<file path="src/rtl/vga_bus_bridge_if.sv">
// CPU-facing bus and vga_controller-facing strobe bundle for vga_bus_bridge.
// Handshake: a CPU request (cpu_sel with cpu_we or cpu_re) is taken on a clock edge where cpu_stall=0;
// while cpu_stall=1 the CPU holds the request unchanged. Read data is valid only while cpu_rvalid=1.
interface vga_bus_bridge_if #(
    parameter int AW = 22
);
    logic          cpu_sel;
    logic          cpu_we;
    logic          cpu_re;
    logic [AW-1:0] cpu_addr;
    logic [31:0]   cpu_wdata;
    logic [31:0]   cpu_rdata;
    logic          cpu_rvalid;
    logic          cpu_stall;
    logic [31:0]   vga_status;
    logic [31:0]   cursor_status;
    logic          we_text;
    logic          we_graph;
    logic          we_cursor;
    logic          we_reg;
    logic [12:0]   text_addr;
    logic [18:0]   graph_addr;
    logic [31:0]   data_out;
    logic          bad_addr;

    modport master (
        output cpu_sel, cpu_we, cpu_re, cpu_addr, cpu_wdata, vga_status, cursor_status,
        input  cpu_rdata, cpu_rvalid, cpu_stall, we_text, we_graph, we_cursor, we_reg,
               text_addr, graph_addr, data_out, bad_addr
    );

    modport slave (
        input  cpu_sel, cpu_we, cpu_re, cpu_addr, cpu_wdata, vga_status, cursor_status,
        output cpu_rdata, cpu_rvalid, cpu_stall, we_text, we_graph, we_cursor, we_reg,
               text_addr, graph_addr, data_out, bad_addr
    );
endinterface

</file>
<file path="src/rtl/vga_bus_bridge.sv">
// Decodes CPU writes into vga_controller strobes through an in-order FIFO, and serves
// status reads only after every earlier write has been strobed out.
module vga_bus_bridge #(
    parameter int DEPTH = 8,
    parameter int AW    = 22
) (
    input  logic             clk,
    input  logic             rst,
    input  logic             i_test_hold,
    output logic [1:0]       o_dbg_state,
    vga_bus_bridge_if.slave  bus
);
    localparam int PW = $clog2(DEPTH);
    localparam int EW = 2 + 19 + 32;

    localparam logic [1:0] T_TEXT   = 2'd0;
    localparam logic [1:0] T_GRAPH  = 2'd1;
    localparam logic [1:0] T_REG    = 2'd2;
    localparam logic [1:0] T_CURSOR = 2'd3;

    localparam logic [1:0] K_ZERO   = 2'd0;
    localparam logic [1:0] K_STATUS = 2'd1;
    localparam logic [1:0] K_CURSOR = 2'd2;

    typedef enum logic [1:0] {
        S_IDLE  = 2'd0,
        S_DRAIN = 2'd1,
        S_RESP  = 2'd2
    } state_t;

    // ---------------- address decode ----------------
    logic [AW-1:0] w_off;
    logic          w_unused_addr;
    logic          w_is_graph;
    logic          w_is_text;
    logic          w_is_reg;
    logic          w_is_cursor;
    logic          w_mapped;
    logic [1:0]    w_type;
    logic [18:0]   w_addr;

    assign w_off         = bus.cpu_addr;
    assign w_unused_addr = ^w_off[1:0];
    assign w_is_graph    = w_off[21];
    assign w_is_text     = (w_off[21:15] == 7'd0);
    assign w_is_reg      = (w_off[21:2] == 20'h40000);
    assign w_is_cursor   = (w_off[21:2] == 20'h40001);
    assign w_mapped      = w_is_graph | w_is_text | w_is_reg | w_is_cursor;

    always_comb begin
        w_type = T_TEXT;
        w_addr = {6'd0, w_off[14:2]};
        if (w_is_graph) begin
            w_type = T_GRAPH;
            w_addr = w_off[20:2];
        end else if (w_is_reg) begin
            w_type = T_REG;
            w_addr = 19'd0;
        end else if (w_is_cursor) begin
            w_type = T_CURSOR;
            w_addr = 19'd0;
        end
    end

    // ---------------- write FIFO ----------------
    logic [PW:0]   r_wr_ptr;
    logic [PW:0]   r_rd_ptr;
    logic [EW-1:0] r_mem [DEPTH];
    logic          w_full;
    logic          w_empty;
    logic          w_push;
    logic          w_pop;
    logic [EW-1:0] w_head;

    assign w_full  = (r_wr_ptr[PW] != r_rd_ptr[PW]) && (r_wr_ptr[PW-1:0] == r_rd_ptr[PW-1:0]);
    assign w_empty = (r_wr_ptr == r_rd_ptr);
    // A full FIFO rejects the push even when a pop frees a slot in the same cycle.
    assign w_push  = bus.cpu_sel & bus.cpu_we & w_mapped & ~w_full;
    assign w_pop   = ~w_empty & ~i_test_hold;
    assign w_head  = r_mem[r_rd_ptr[PW-1:0]];

    always_ff @(posedge clk) begin
        if (w_push) begin
            r_mem[r_wr_ptr[PW-1:0]] <= {w_type, w_addr, bus.cpu_wdata};
        end
    end

    always_ff @(posedge clk or posedge rst) begin
        if (rst) begin
            r_wr_ptr <= '0;
            r_rd_ptr <= '0;
        end else begin
            if (w_push) r_wr_ptr <= r_wr_ptr + 1'b1;
            if (w_pop)  r_rd_ptr <= r_rd_ptr + 1'b1;
        end
    end

    // ---------------- registered strobe outputs ----------------
    logic        r_we_text;
    logic        r_we_graph;
    logic        r_we_cursor;
    logic        r_we_reg;
    logic [12:0] r_text_addr;
    logic [18:0] r_graph_addr;
    logic [31:0] r_data_out;

    always_ff @(posedge clk or posedge rst) begin
        if (rst) begin
            r_we_text    <= 1'b0;
            r_we_graph   <= 1'b0;
            r_we_cursor  <= 1'b0;
            r_we_reg     <= 1'b0;
            r_text_addr  <= '0;
            r_graph_addr <= '0;
            r_data_out   <= '0;
        end else begin
            r_we_text    <= 1'b0;
            r_we_graph   <= 1'b0;
            r_we_cursor  <= 1'b0;
            r_we_reg     <= 1'b0;
            r_text_addr  <= '0;
            r_graph_addr <= '0;
            r_data_out   <= '0;
            if (w_pop) begin
                r_data_out <= w_head[31:0];
                case (w_head[EW-1:EW-2])
                    T_TEXT: begin
                        r_we_text   <= 1'b1;
                        r_text_addr <= w_head[44:32];
                    end
                    T_GRAPH: begin
                        r_we_graph   <= 1'b1;
                        r_graph_addr <= w_head[50:32];
                    end
                    T_REG:    r_we_reg    <= 1'b1;
                    default:  r_we_cursor <= 1'b1;
                endcase
            end
        end
    end

    assign bus.we_text    = r_we_text;
    assign bus.we_graph   = r_we_graph;
    assign bus.we_cursor  = r_we_cursor;
    assign bus.we_reg     = r_we_reg;
    assign bus.text_addr  = r_text_addr;
    assign bus.graph_addr = r_graph_addr;
    assign bus.data_out   = r_data_out;

    // ---------------- read FSM ----------------
    state_t      r_state;
    state_t      w_next;
    logic [1:0]  r_rd_kind;
    logic        w_rd_req;
    logic        w_quiet;
    logic        w_stall_rd;
    logic        w_rvalid;
    logic [31:0] w_rdata;
    logic        r_bad;

    assign w_rd_req = bus.cpu_sel & bus.cpu_re & ~bus.cpu_we;
    assign w_quiet  = w_empty & ~(r_we_text | r_we_graph | r_we_cursor | r_we_reg);

    always_ff @(posedge clk or posedge rst) begin
        if (rst) begin
            r_state   <= S_IDLE;
            r_rd_kind <= K_ZERO;
        end else begin
            r_state <= w_next;
            if (r_state == S_IDLE && w_rd_req) begin
                if (w_is_reg)         r_rd_kind <= K_STATUS;
                else if (w_is_cursor) r_rd_kind <= K_CURSOR;
                else                  r_rd_kind <= K_ZERO;
            end
        end
    end

    always_comb begin
        w_next     = r_state;
        w_stall_rd = 1'b0;
        w_rvalid   = 1'b0;
        w_rdata    = 32'd0;
        case (r_state)
            S_IDLE: begin
                if (w_rd_req) begin
                    if (w_quiet) begin
                        w_next = S_RESP;
                    end else begin
                        w_next     = S_DRAIN;
                        w_stall_rd = 1'b1;
                    end
                end
            end
            S_DRAIN: begin
                w_stall_rd = 1'b1;
                if (w_quiet) w_next = S_RESP;
            end
            S_RESP: begin
                w_rvalid = 1'b1;
                w_next   = S_IDLE;
                case (r_rd_kind)
                    K_STATUS: w_rdata = bus.vga_status;
                    K_CURSOR: w_rdata = bus.cursor_status;
                    default:  w_rdata = 32'd0;
                endcase
            end
            default: w_next = S_IDLE;
        endcase
    end

    always_ff @(posedge clk or posedge rst) begin
        if (rst) begin
            r_bad <= 1'b0;
        end else if (bus.cpu_sel & (bus.cpu_we | bus.cpu_re) & ~w_mapped) begin
            r_bad <= 1'b1;
        end
    end

    assign bus.cpu_stall  = (bus.cpu_sel & bus.cpu_we & w_full) | w_stall_rd;
    assign bus.cpu_rvalid = w_rvalid;
    assign bus.cpu_rdata  = w_rdata;
    assign bus.bad_addr   = r_bad | w_unused_addr & 1'b0;
    assign o_dbg_state    = r_state;
endmodule

</file>
<file path="src/flat_wrapper.sv">
// flat-port wrapper written by rule: the top's interface ports become plain ports
module vga_bus_bridge_flat 
#(
    parameter int DEPTH = 8,
    parameter int AW    = 22
)
  (clk, rst, i_test_hold, o_dbg_state, bus_cpu_sel, bus_cpu_we, bus_cpu_re, bus_cpu_addr, bus_cpu_wdata, bus_vga_status, bus_cursor_status, bus_cpu_rdata, bus_cpu_rvalid, bus_cpu_stall, bus_we_text, bus_we_graph, bus_we_cursor, bus_we_reg, bus_text_addr, bus_graph_addr, bus_data_out, bus_bad_addr);
  vga_bus_bridge_if #(.AW(AW)) bus_i ();
  input  logic clk;
  input  logic rst;
  input  logic i_test_hold;
  output logic [1:0] o_dbg_state;
  input wire logic [$bits(bus_i.cpu_sel)-1:0] bus_cpu_sel;
  input wire logic [$bits(bus_i.cpu_we)-1:0] bus_cpu_we;
  input wire logic [$bits(bus_i.cpu_re)-1:0] bus_cpu_re;
  input wire logic [$bits(bus_i.cpu_addr)-1:0] bus_cpu_addr;
  input wire logic [$bits(bus_i.cpu_wdata)-1:0] bus_cpu_wdata;
  input wire logic [$bits(bus_i.vga_status)-1:0] bus_vga_status;
  input wire logic [$bits(bus_i.cursor_status)-1:0] bus_cursor_status;
  output wire logic [$bits(bus_i.cpu_rdata)-1:0] bus_cpu_rdata;
  output wire logic [$bits(bus_i.cpu_rvalid)-1:0] bus_cpu_rvalid;
  output wire logic [$bits(bus_i.cpu_stall)-1:0] bus_cpu_stall;
  output wire logic [$bits(bus_i.we_text)-1:0] bus_we_text;
  output wire logic [$bits(bus_i.we_graph)-1:0] bus_we_graph;
  output wire logic [$bits(bus_i.we_cursor)-1:0] bus_we_cursor;
  output wire logic [$bits(bus_i.we_reg)-1:0] bus_we_reg;
  output wire logic [$bits(bus_i.text_addr)-1:0] bus_text_addr;
  output wire logic [$bits(bus_i.graph_addr)-1:0] bus_graph_addr;
  output wire logic [$bits(bus_i.data_out)-1:0] bus_data_out;
  output wire logic [$bits(bus_i.bad_addr)-1:0] bus_bad_addr;
  assign bus_i.cpu_sel = bus_cpu_sel;
  assign bus_i.cpu_we = bus_cpu_we;
  assign bus_i.cpu_re = bus_cpu_re;
  assign bus_i.cpu_addr = bus_cpu_addr;
  assign bus_i.cpu_wdata = bus_cpu_wdata;
  assign bus_i.vga_status = bus_vga_status;
  assign bus_i.cursor_status = bus_cursor_status;
  assign bus_cpu_rdata = bus_i.cpu_rdata;
  assign bus_cpu_rvalid = bus_i.cpu_rvalid;
  assign bus_cpu_stall = bus_i.cpu_stall;
  assign bus_we_text = bus_i.we_text;
  assign bus_we_graph = bus_i.we_graph;
  assign bus_we_cursor = bus_i.we_cursor;
  assign bus_we_reg = bus_i.we_reg;
  assign bus_text_addr = bus_i.text_addr;
  assign bus_graph_addr = bus_i.graph_addr;
  assign bus_data_out = bus_i.data_out;
  assign bus_bad_addr = bus_i.bad_addr;
  vga_bus_bridge #(.DEPTH(DEPTH), .AW(AW)) u_core (.clk(clk), .rst(rst), .i_test_hold(i_test_hold), .o_dbg_state(o_dbg_state), .bus(bus_i));
endmodule
</file>
<file path="config.mk">
export PLATFORM = sky130hd
export DESIGN_NAME = vga_bus_bridge_flat
export DESIGN_NICKNAME = d
export VERILOG_FILES = /design/src/rtl/vga_bus_bridge_if.sv /design/src/rtl/vga_bus_bridge.sv /design/src/flat_wrapper.sv
export SDC_FILE = /design/constraint.sdc
export NUM_CORES = 1
export LEC_CHECK = 0
export ABC_AREA = 1
export CORE_MARGIN = 3
export CORE_UTILIZATION = 25
export DETAILED_ROUTE_END_ITERATION = 6
export GPL_ROUTABILITY_DRIVEN = 0
export SYNTH_ARGS = -nofsm -noshare
export SYNTH_HDL_FRONTEND = slang
export SYNTH_SLANG_ARGS = --single-unit
</file>
<file path="constraint.sdc">
create_clock -name clk -period 4.6 [get_ports clk]
set_input_delay 0.69 -clock clk [delete_from_list [all_inputs] [get_ports clk]]
set_output_delay 0.69 -clock clk [all_outputs]
set_load 0.01 [all_outputs]
</file>
* Yosys cells after proc, flatten, opt, wreduce, memory -nomap -nowiden *
Memories as Yosys holds them, arrays and structs flattened.
Cells that the tools add are included.

cells by class
  $add $sub $neg = 2
  eq/ne operators = 13
  muxes and demuxes = 33
  bitwise logic cells = 24
  reductions and logical operators = 7

operator list
  operator              count
  $mux 19               4
  $mux 32               2
  $pmux 32 s2           1
  $eq 20x19->1 const B  2
  $mux 13               3
  $mux 2                8
  $mux 1                13
  $and 1x1->1           10
  $add 4x1->4 const B   2
  $or 1x1->1            8
  $logic_not 7->1       1
  $eq 2x1->1 const B    3
  $eq 2x2->1 const B    3
  $not 1->1             6
  $eq 4x4->1            1
  $logic_not 2->1       2
  $ne 2x1->1 const B    2
  $pmux 2 s2            1
  $eq 3x3->1            1
  $reduce_or 3->1       1
  $logic_and 1x1->1     2
  $pmux 1 s2            1
  $reduce_and 2->1      1
  $ne 1x1->1            1

word-level totals
  bits in registers = 81
  memory bits (writable) = 424
  input port bits = 124
  output and inout port bits = 105
  logic and storage cells = 92
  memories kept = 1

memory list
  memory        depth  bits a word  rd ports  clocked after memory_dff  wr ports  RTL line              source
  u_core.r_mem  8      53           1         0                         1         vga_bus_bridge.sv:68  logic [EW-1:0] r_mem [DEPTH];

* Logic depth before layout (Yosys ltp) *
Gate-level depths: netlist of the first run.

  depth in word-level cells = 9
  depth in mapped cells = 10
  gate-level depth less buffers = 9

* Worst setup path before layout of the first run *
No wires, ideal clock.

  path kind = input to register
  start point = input bus_cpu_addr[21]
  end point = memory u_core.r_mem[0][0] (netlist bit), enable pin
  setup time = 464 ps
  arrival = 3772 ps
  data required time = 4136 ps
  path slack = 364 ps
  cell stages on the path = 8
  path buffers = 1
  path through = buf_2 inv_2 nand2_1 nor2b_1 nand3_1 nand3_2 nand3_2 nor2_1

between the ends
  word-level cells in the longest chain between the ends = 8
  elaborated cells on any way between the ends = 10
  those cells by class = eq/ne (2); mux (2); bitwise (5); reduce/logical (1)

RTL lines
  what                            RTL line              source
  start: declaration              flat_wrapper.sv:16    input wire logic [$bits(bus_i.cpu_addr)-1:0] bus_cpu_addr;
  $logic_not 7->1                 vga_bus_bridge.sv:45  assign w_is_text = (w_off[21:15] == 7'd0);
  $or 1x1->1 (2 in a row)         vga_bus_bridge.sv:48  assign w_mapped = w_is_graph | w_is_text | w_is_reg | w_is_cursor;
  $or 1x1->1 *                    vga_bus_bridge.sv:48
  $and 1x1->1 * (2 in a row)      vga_bus_bridge.sv:78  assign w_push = bus.cpu_sel & bus.cpu_we & w_mapped & ~w_full;
  $mux 1 *                        vga_bus_bridge.sv:83  if (w_push) begin
  $mux 1 (not written as such) *  vga_bus_bridge.sv:84  r_mem[r_wr_ptr[PW-1:0]] <= {w_type, w_addr, bus.cpu_wdata};
  end: declaration                vga_bus_bridge.sv:68

Mark *: on every way between the ends. The rest lies on a longest branch, timed or not.

* Worst setup path in the final report of the first run *
  start point = register u_core.r_rd_ptr[1]
  end point = output bus_cpu_stall

between the ends
  word-level cells in the longest chain between the ends = 6
  elaborated cells on any way between the ends = 9
  those cells by class = eq/ne (2); mux (3); bitwise (3); reduce/logical (1)

RTL lines
  what                      RTL line               source
  start: declaration        vga_bus_bridge.sv:67   logic [PW:0] r_rd_ptr;
  start signal: assignment  vga_bus_bridge.sv:94   if (w_pop) r_rd_ptr <= r_rd_ptr + 1'b1;
  $eq 4x4->1                vga_bus_bridge.sv:76   assign w_empty = (r_wr_ptr == r_rd_ptr);
  $and 1x1->1               vga_bus_bridge.sv:162  assign w_quiet = w_empty & ~(r_we_text | r_we_graph | r_we_cursor | r_we_reg);
  $mux 1                    vga_bus_bridge.sv:186  if (w_quiet) begin
  $mux 1                    vga_bus_bridge.sv:185  if (w_rd_req) begin
  $pmux 1 s2                vga_bus_bridge.sv:183  case (r_state)
  $or 1x1->1 *              vga_bus_bridge.sv:219  assign bus.cpu_stall = (bus.cpu_sel & bus.cpu_we & w_full) | w_stall_rd;
  end: declaration          flat_wrapper.sv:22     output wire logic [$bits(bus_i.cpu_stall)-1:0] bus_cpu_stall;

Marks and branches as above.

==> results of run 1 <==
## logic make-up after synthesis
logic type               share of synthesized area
multiplexers                              0.002965
buffers and inverters                      0.03736
AO/OA/AOI/OAI                              0.08053
AND/OR/NAND/NOR                             0.1460
XOR/XNOR                                  0.002161
adder cells (fa/ha/maj)                   0.002470
flip-flops                                  0.7285
## per-layer routing
layer  up-vias  part of all wire  track usage
met4         4             0.021      0.03144
met3        73             0.062      0.02904
met2       425              0.49       0.2149
met5         -           0.00050            0
met1      6582              0.43       0.1608
li1       6124                 -            -
## power by group
group	internal [mW]	total (mW)	switching, mW
logic	1.55	4.44	2.89
clock network	2.28	4.05	1.77
registers	5.36	5.69	0.329
## metrics by stage
step,instances,hold slack (ns)
2_1_floorplan,1617,0.4638
5_1_grt,2902,0.5032
3_5_place_dp,2810,0.4630
4_1_cts,2901,0.4780
3_3_place_gp,2810,0.4773
6_report,2904,0.4709
## placed cells by master (no fill, tap or decap), drive strengths merged, types with 2 or more instances in the layout
master / count
a21oi: 186
a22oi: 76
buf: 28
bufinv: 5
clkbuf: 54
clkdlybuf4s50: 226
clkinv: 28
clkinvlp: 5
dfrtp: 81
diode: 3
edfxtp: 424
ha: 4
inv: 43
mux2i: 6
nand2: 381
nand3: 93
nand4: 6
nor2: 128
nor3: 48
o211ai: 2
o21ai: 18
xor2: 4
## area by class of cell
type                       instances  area share
sequential                       505      0.5834
clock buffer                      54     0.04997
inverter                          44    0.007117
clock inverter                    37     0.01433
multi-input combinational        957      0.1894
timing repair buffer             254      0.1036
antenna                            3   0.0002965
tap                             1050     0.05190
## final timing paths
| path | startpoint | end | depth (start not counted) |
|---|---|---|---|
| worst max-delay path | u_core.r_rd_ptr[1] | bus_cpu_stall | 6 |
| worst min-delay path | u_core.bus.bad_addr | u_core.bus.bad_addr | 1 |
| worst max register to register | u_core.r_rd_ptr[1] | u_core.bus.graph_addr[16] | 8 |
| worst min register to register | u_core.bus.bad_addr | u_core.bus.bad_addr | 1 |
| max in group asynchronous | rst | u_core.bus.graph_addr[15] | 3 |
| min in group asynchronous | rst | u_core.o_dbg_state[1] | 2 |
==> impl.org, run 1 <==
** Run status
- Result of the run :: finished clean

** Clocking
- The clock passes through at most 3 buffers.
- Post-cts sizing count :: 0
- The number of clock buffers added by TritonCTS is 49.
- CTS root buf :: sky130_fd_sc_hd__clkbuf_16
- Clock insertion delay at the later pin of the skew report :: 0.62 ns
- Clock tree from TritonCTS :: done
- Number of buffers inserted by post-CTS setup repair :: 0
- Clock net sink count :: around 510
- CTS Hold Buffers Added :: 0
- In this run the number of H-tree levels came out at 2.
- Clock transition at path regs :: 0.06 ns

** STA
- Summed over all failing endpoints, the final setup total negative slack is 0 ns.
- At the pin with the least slew margin, the transition time is 1.098 ns.
- Hold violation count in the final report :: 0
- Worst slew margin relative to its limit :: 0.2680
- Setup repair after global routing left no endpoint under its margin.
- In the finished design, the share of the clock period the worst path needs comes to 0.8661.
- Worst clock skew :: 0.02535 ns
- Final setup violation count :: 0
- Maximum achievable frequency :: 251.0 MHz
- The final number of max-transition violations came to 0.
- Fin crit period :: 3.984 ns
- After layout, the worst setup slack is 0.6158 ns.

** Synth
- Each instance of the synthesized netlist takes up on average 12.53 um^2.
- Of the synthesized area, sequential elements account for 0.7285.
- Post-synth top area share :: 0.6285
- Post-Syn Instances :: 1617
- Share of flip-flops with an asynchronous set or reset after synthesis :: 0.1604
- Number of warnings reported in the yosys synthesis log :: 0
- Most area-consuming cells after synthesis :: sky130_fd_sc_hd__edfxtp_1 63%, sky130_fd_sc_hd__dfrtp_1 10%, sky130_fd_sc_hd__nand2_1 7.0%, sky130_fd_sc_hd__a21oi_1 4.6%, sky130_fd_sc_hd__a22oi_1 2.8%
- Combined area of all synthesized cells :: 20260 um^2
- The synthesized design spends more area on one cell type than any other, namely sky130_fd_sc_hd__edfxtp_1.
- By instance count, the leading cell after synthesis is sky130_fd_sc_hd__edfxtp_1.
- Yosys mapped a number of flops with a built-in enable equal to roughly 420.
- Post-Synthesis Net Count :: 1745
- Flip-flop cell with the highest count after synthesis :: sky130_fd_sc_hd__edfxtp_1
- Number of synthesized register bits :: between 500 and 600
- By count the netlist is led by 424 x sky130_fd_sc_hd__edfxtp_1, 379 x sky130_fd_sc_hd__nand2_1, 186 x sky130_fd_sc_hd__a21oi_1.
- Unique masters post-synth :: 35

** Critical path
- At the worst endpoint, the arrival time is ~3.3 ns.
- Required time worst endpoint :: 3.91 ns
- The worst setup path is of the reg -> out kind.
- The worst register-to-register path has a setup slack of 1.04 ns.
- Counting both buffers and inverters, the worst setup path holds a total of 2.
- Along the worst path, the maximum fanout reaches 57.
- Cell family with the largest share of critical-path delay :: buffers and inverters
- Cell seen most often among critical-path stages :: sky130_fd_sc_hd__nand2_1
- Critical Path Max Stage Delay :: 0.75 ns
- Critical Path Source Type :: flip-flop
- Worst setup EP type :: primary output
- Traced cell by cell, the critical path runs through inv_4 > nand2_1 > nand2_1 > nand4_1 > o21ai_0 > clkdlybuf4s50_1.
- The slowest stage of the critical path is the sky130_fd_sc_hd__dfrtp_4 cell.

** Floorplan
- In this run the count of I/O pins placed on the die edge is 229.
- Height of the die :: 290.7 um
- For this configuration, the core starts out at a cell density of 0.2544.
- Chip width :: 290.7 um
- The die covers 84490 um^2.
- In this run the standard cell core region covers 79640 um^2.
- Row count :: 103

** Detailed routing
- DRC violations left :: 0
- DRT Pass-1 Iters :: 5
- Average routed wire per standard cell :: approximately 19 um
- In this run the remaining antenna-violating nets after routing total 0.
- Wires add up to 54.40 mm.
- Detail-routed via count per cell :: 4.548
- Count of vias placed by the detailed router :: ~13000
- For this block, the initial DRC count from the detailed router was 947.

** Power
- Overall power after layout :: 14.18 mW
- For this design the static power due to leakage is 8.830 nW.
- Power density cells :: between 500 and 600 nW/um^2
- IR Drop Worst-Case VDD :: 0.0003455 V

** Placed design
- Setup slack at placement :: 0.7230 ns
- Buffers on Ports :: 226
- Area after detailed placement :: ~24000 um^2
- Half-perimeter wire length after detailed placement :: 32.60 mm

** Final layout
- Once layout is complete, the utilization of the core stands at 0.3179.
- Of the cells placed in the final design, the portion with a size suffix greater than 1 is 0.1032.
- Across the whole layout, storage elements account for 14770 um^2.
- Once layout is done, the placed cells without fillers occupy 25320 um^2.
- From synthesis to final layout, the design area changed by 24.96%.
- Number of inserted filler cells in the final layout :: 7811
- Number of nets in the layout :: 1939
- The register with the most flip-flops in the layout has 424 of them.
- Area of combinational cells with multiple inputs :: 4796 um^2

** Run
- Maxcap violations :: 0

** Global route
- Vias in the first global route :: approximately 14000
- Across every metal layer, demand over resource in global routing totals 0.1257.
- The first global-routing pass estimated roughly 82 mm of wire.
- For this run the aggregate overflow at the end of global routing stands at 0.
- Antenna violations before repair :: 5
- Entering global routing, the biggest net connects 78 pins.

** Worst hold path
- Class of the most critical hold timing path :: reg -> reg
(Power assumes the default switching activity.)
==> run 2: changes to the inputs <==
CORE_UTILIZATION = 35   (was 25)
==> run 2 against run 1 <==
Compared with the run above:
- highest routed layer unchanged
- final cell count fell by 10%
- largest cell class unchanged
- critical path depth did not move
- sequential power barely moved
- clock-buffer cell count rose by 14
- non-clock buffer count fell by 3
- sequential share of layout area rose by 1.0 points
- power rose by 0.61%
==> impl.org, run 2 (synthesized netlist as in run 1, its figures left out) <==
** Placed design
- The worst-case setup slack after placement was 0.8924 ns (+0.1694 ns).
- Buffers on Ports :: 226 (unchanged)
- Half-perimeter wire length after detailed placement :: 28.87 mm (-11%)

** Critical path
- Critical path class :: reg -> out
- Walking the worst path, the cells encountered are inv_1 > ha_1 > inv_1 > nand2_1 > a21oi_1 > clkdlybuf4s50_1.
- In this design, the critical path's most frequently occurring cell is sky130_fd_sc_hd__inv_1.
- Worst setup EP type :: primary output
- The worst setup path is launched from a flip-flop.
- The maximum cell stage delay along the critical path is 0.61 ns (-0.14 ns).
- Slowest stage cell, crit path :: sky130_fd_sc_hd__clkdlybuf4s50_1
- Required time worst endpoint :: 3.91 ns (about the same)
- Maximum fanout count along the critical path :: 32 (-44%)
- The worst path arrival time was 3.10 ns (-0.19 ns).

** Power
- The total power divided by cell area came to 573.4 nW/um^2 (+2.4%).
- Overall power after layout :: 14.27 mW (+0.61%)
- IR Drop Worst-Case VDD :: 0.0002887 V (-16%)
- The standby leakage power is 8.827 nW (about the same).

** Clocking
- Clock net sink count :: 505 (unchanged)
- The clock tree buffer depth was 3 (unchanged).
- The number of levels in the clock H-tree is 2 (unchanged).
- TritonCTS built the clock tree.
- TritonCTS buffer count :: 52 (+6.1%)
- The root buffer cell chosen for the clock tree is sky130_fd_sc_hd__clkbuf_16.
- Post-cts sizing count :: 0 (unchanged)
- Clock transition at path regs :: 0.06 ns (about the same)
- CTS Hold Buffers Added :: 0 (unchanged)
- Number of buffers inserted by post-CTS setup repair :: 0 (unchanged)
- Clock insertion delay at the later pin of the skew report :: 0.57 ns (-0.05 ns)

** Detailed routing
- The final routed wire length divided by cell count came to 19.57 um (+4.5%).
- The number of vias per cell after detailed routing came to 4.975 (+9.4%).
- Final ANT Viol Nets :: 0 (unchanged)
- Count of vias placed by the detailed router :: 12990 (-1.7%)
- DRC violations left :: 0 (unchanged)
- The aggregate routed wire length came to 51.09 mm (-6.1%).
- DR iter-0 viols :: 856 (-9.6%)
- The number of search-and-repair iterations in the first detailed-routing pass is 5 (unchanged).

** Run
- The number of maximum-capacitance constraint violations was 0 (unchanged).

** STA
- Maximum achievable frequency :: 263.8 MHz (+5.1%)
- Setup repair after global routing left no endpoint under its margin.
- Hold violation count in the final report :: 0 (unchanged)
- The post-route clock period utilization is 0.8240 (-0.04216).
- The final number of max-transition violations is 0 (unchanged).
- Worst slew margin relative to its limit :: 0.2185 (-0.04947)
- The slew at the pin with the worst max-slew slack was 1.172 ns (+0.07420 ns).
- Total negative setup slack :: 0 ns (unchanged)
- Fin crit period :: 3.790 ns (-0.1939 ns)
- Final setup violation count :: 0 (unchanged)
- The final worst hold slack was 0.5014 ns (+0.03046 ns).
- The final worst setup slack came to 0.8098 ns (+0.1939 ns).
- The final worst clock skew came to 0.01328 ns (-0.01207 ns).

** Floorplan
- Row count :: 87 (-16%)
- The starting utilization of the core area came to 0.3565 (+0.1022).
- The area of the core came to 56820 um^2 (-29%).
- The die span in y came to 246.6 um (-15%).
- The count of pins on the block boundary was 229 (unchanged).
- The die outline area came to 60810 um^2 (-28%).
- Chip width :: 246.6 um (-15%)

** Final layout
- The share of layout cells above drive strength 1 was 0.1009 (-0.002270).
- Final core occ :: 0.4379 (+0.1200)
- The total number of nets in the final design is 1939 (unchanged).
- Area grow syn2layout :: 22.82%
- Most common cell after layout, fill and taps aside :: sky130_fd_sc_hd__edfxtp_1
- Number of inserted filler cells in the final layout :: 5203 (-33%)
- Area occupied by registers :: 14770 um^2 (unchanged)
- Leaving out fill and tap cells, the most frequent cells in the layout are 424 x sky130_fd_sc_hd__edfxtp_1, 379 x sky130_fd_sc_hd__nand2_1, 226 x sky130_fd_sc_hd__clkdlybuf4s50_1.
- Area of combinational cells with multiple inputs :: 4796 um^2 (unchanged)
- The flip-flop count of the largest register, all copies and words added came to 424 (unchanged).

** Global route
- The first-pass GRT wire length was 76.38 mm (-7.4%).
- The largest net degree at the start of global routing came to 103 (+32%).
- The via count of the first global-routing pass was 12874 (-4.6%).
- Gr usage total :: 0.1636 (+0.03785)
- Global route total overflow :: 0 (unchanged)
- The initial antenna violation count was 6 (+1).

** Worst hold path
- Class of the most critical hold timing path :: reg -> reg

** Run status
- The run finished with clean final reports.
[run 2: per-stage QoR]
step / cells / cell area (um^2)
after floorplan: 1617 / 20260
after global placement: 2513 / 23160
after detailed placement: 2513 / 23160
after CTS: 2609 / 24880
after global routing: 2609 / 24880
final: 2611 / 24880
[run 2: layout make-up]
class,count,area share
clock buffer,68,0.05717
inverter,44,0.007241
sequential,505,0.5935
multi-input combinational,957,0.1927
timing repair buffer,251,0.09946
clock inverter,28,0.01167
tap,756,0.03801
antenna,2,0.0002011
[run 2: power breakdown]
part	total [mW]	switching, mW	internal, mW
Clock	4.19	1.69	2.51
Combinational	4.37	2.83	1.54
Sequential	5.71	0.341	5.36
[run 2: path summary, 6_finish.rpt]
path / from / endpoint / slack [ns] / cells after the start
worst max-delay path: u_core.r_rd_kind[0] / bus_cpu_rdata[30] / 0.81 / 6
worst min-delay path: u_core.bus.bad_addr / u_core.bus.bad_addr / 0.50 / 1
min in group asynchronous: rst / u_core.bus.text_addr[12] / 0.64 / 2
max in group asynchronous: rst / u_core.bus.data_out[8] / 3.09 / 3
worst max register to register: u_core.r_rd_ptr[1] / u_core.bus.graph_addr[13] / 1.26 / 8
worst min register to register: u_core.bus.bad_addr / u_core.bus.bad_addr / 0.50 / 1
[run 2: worst max-delay path: cells and delay by family, from the launching register on]
kind / cells / cell delay (ns)
buf+inv: 3 / 0.73
simple gates: 1 / 0.56
compound gates: 1 / 0.53
flops: 1 / 0.43
fa+ha+maj: 1 / 0.29
[run 2: layer usage]
metal,vias to the layer above,routed length (um),track usage
li1,6112,-,-
met1,6396,21930,0.2115
met2,400,24510,0.2786
met3,74,3506,0.03592
met4,8,1080,0.04282
met5,-,65,0
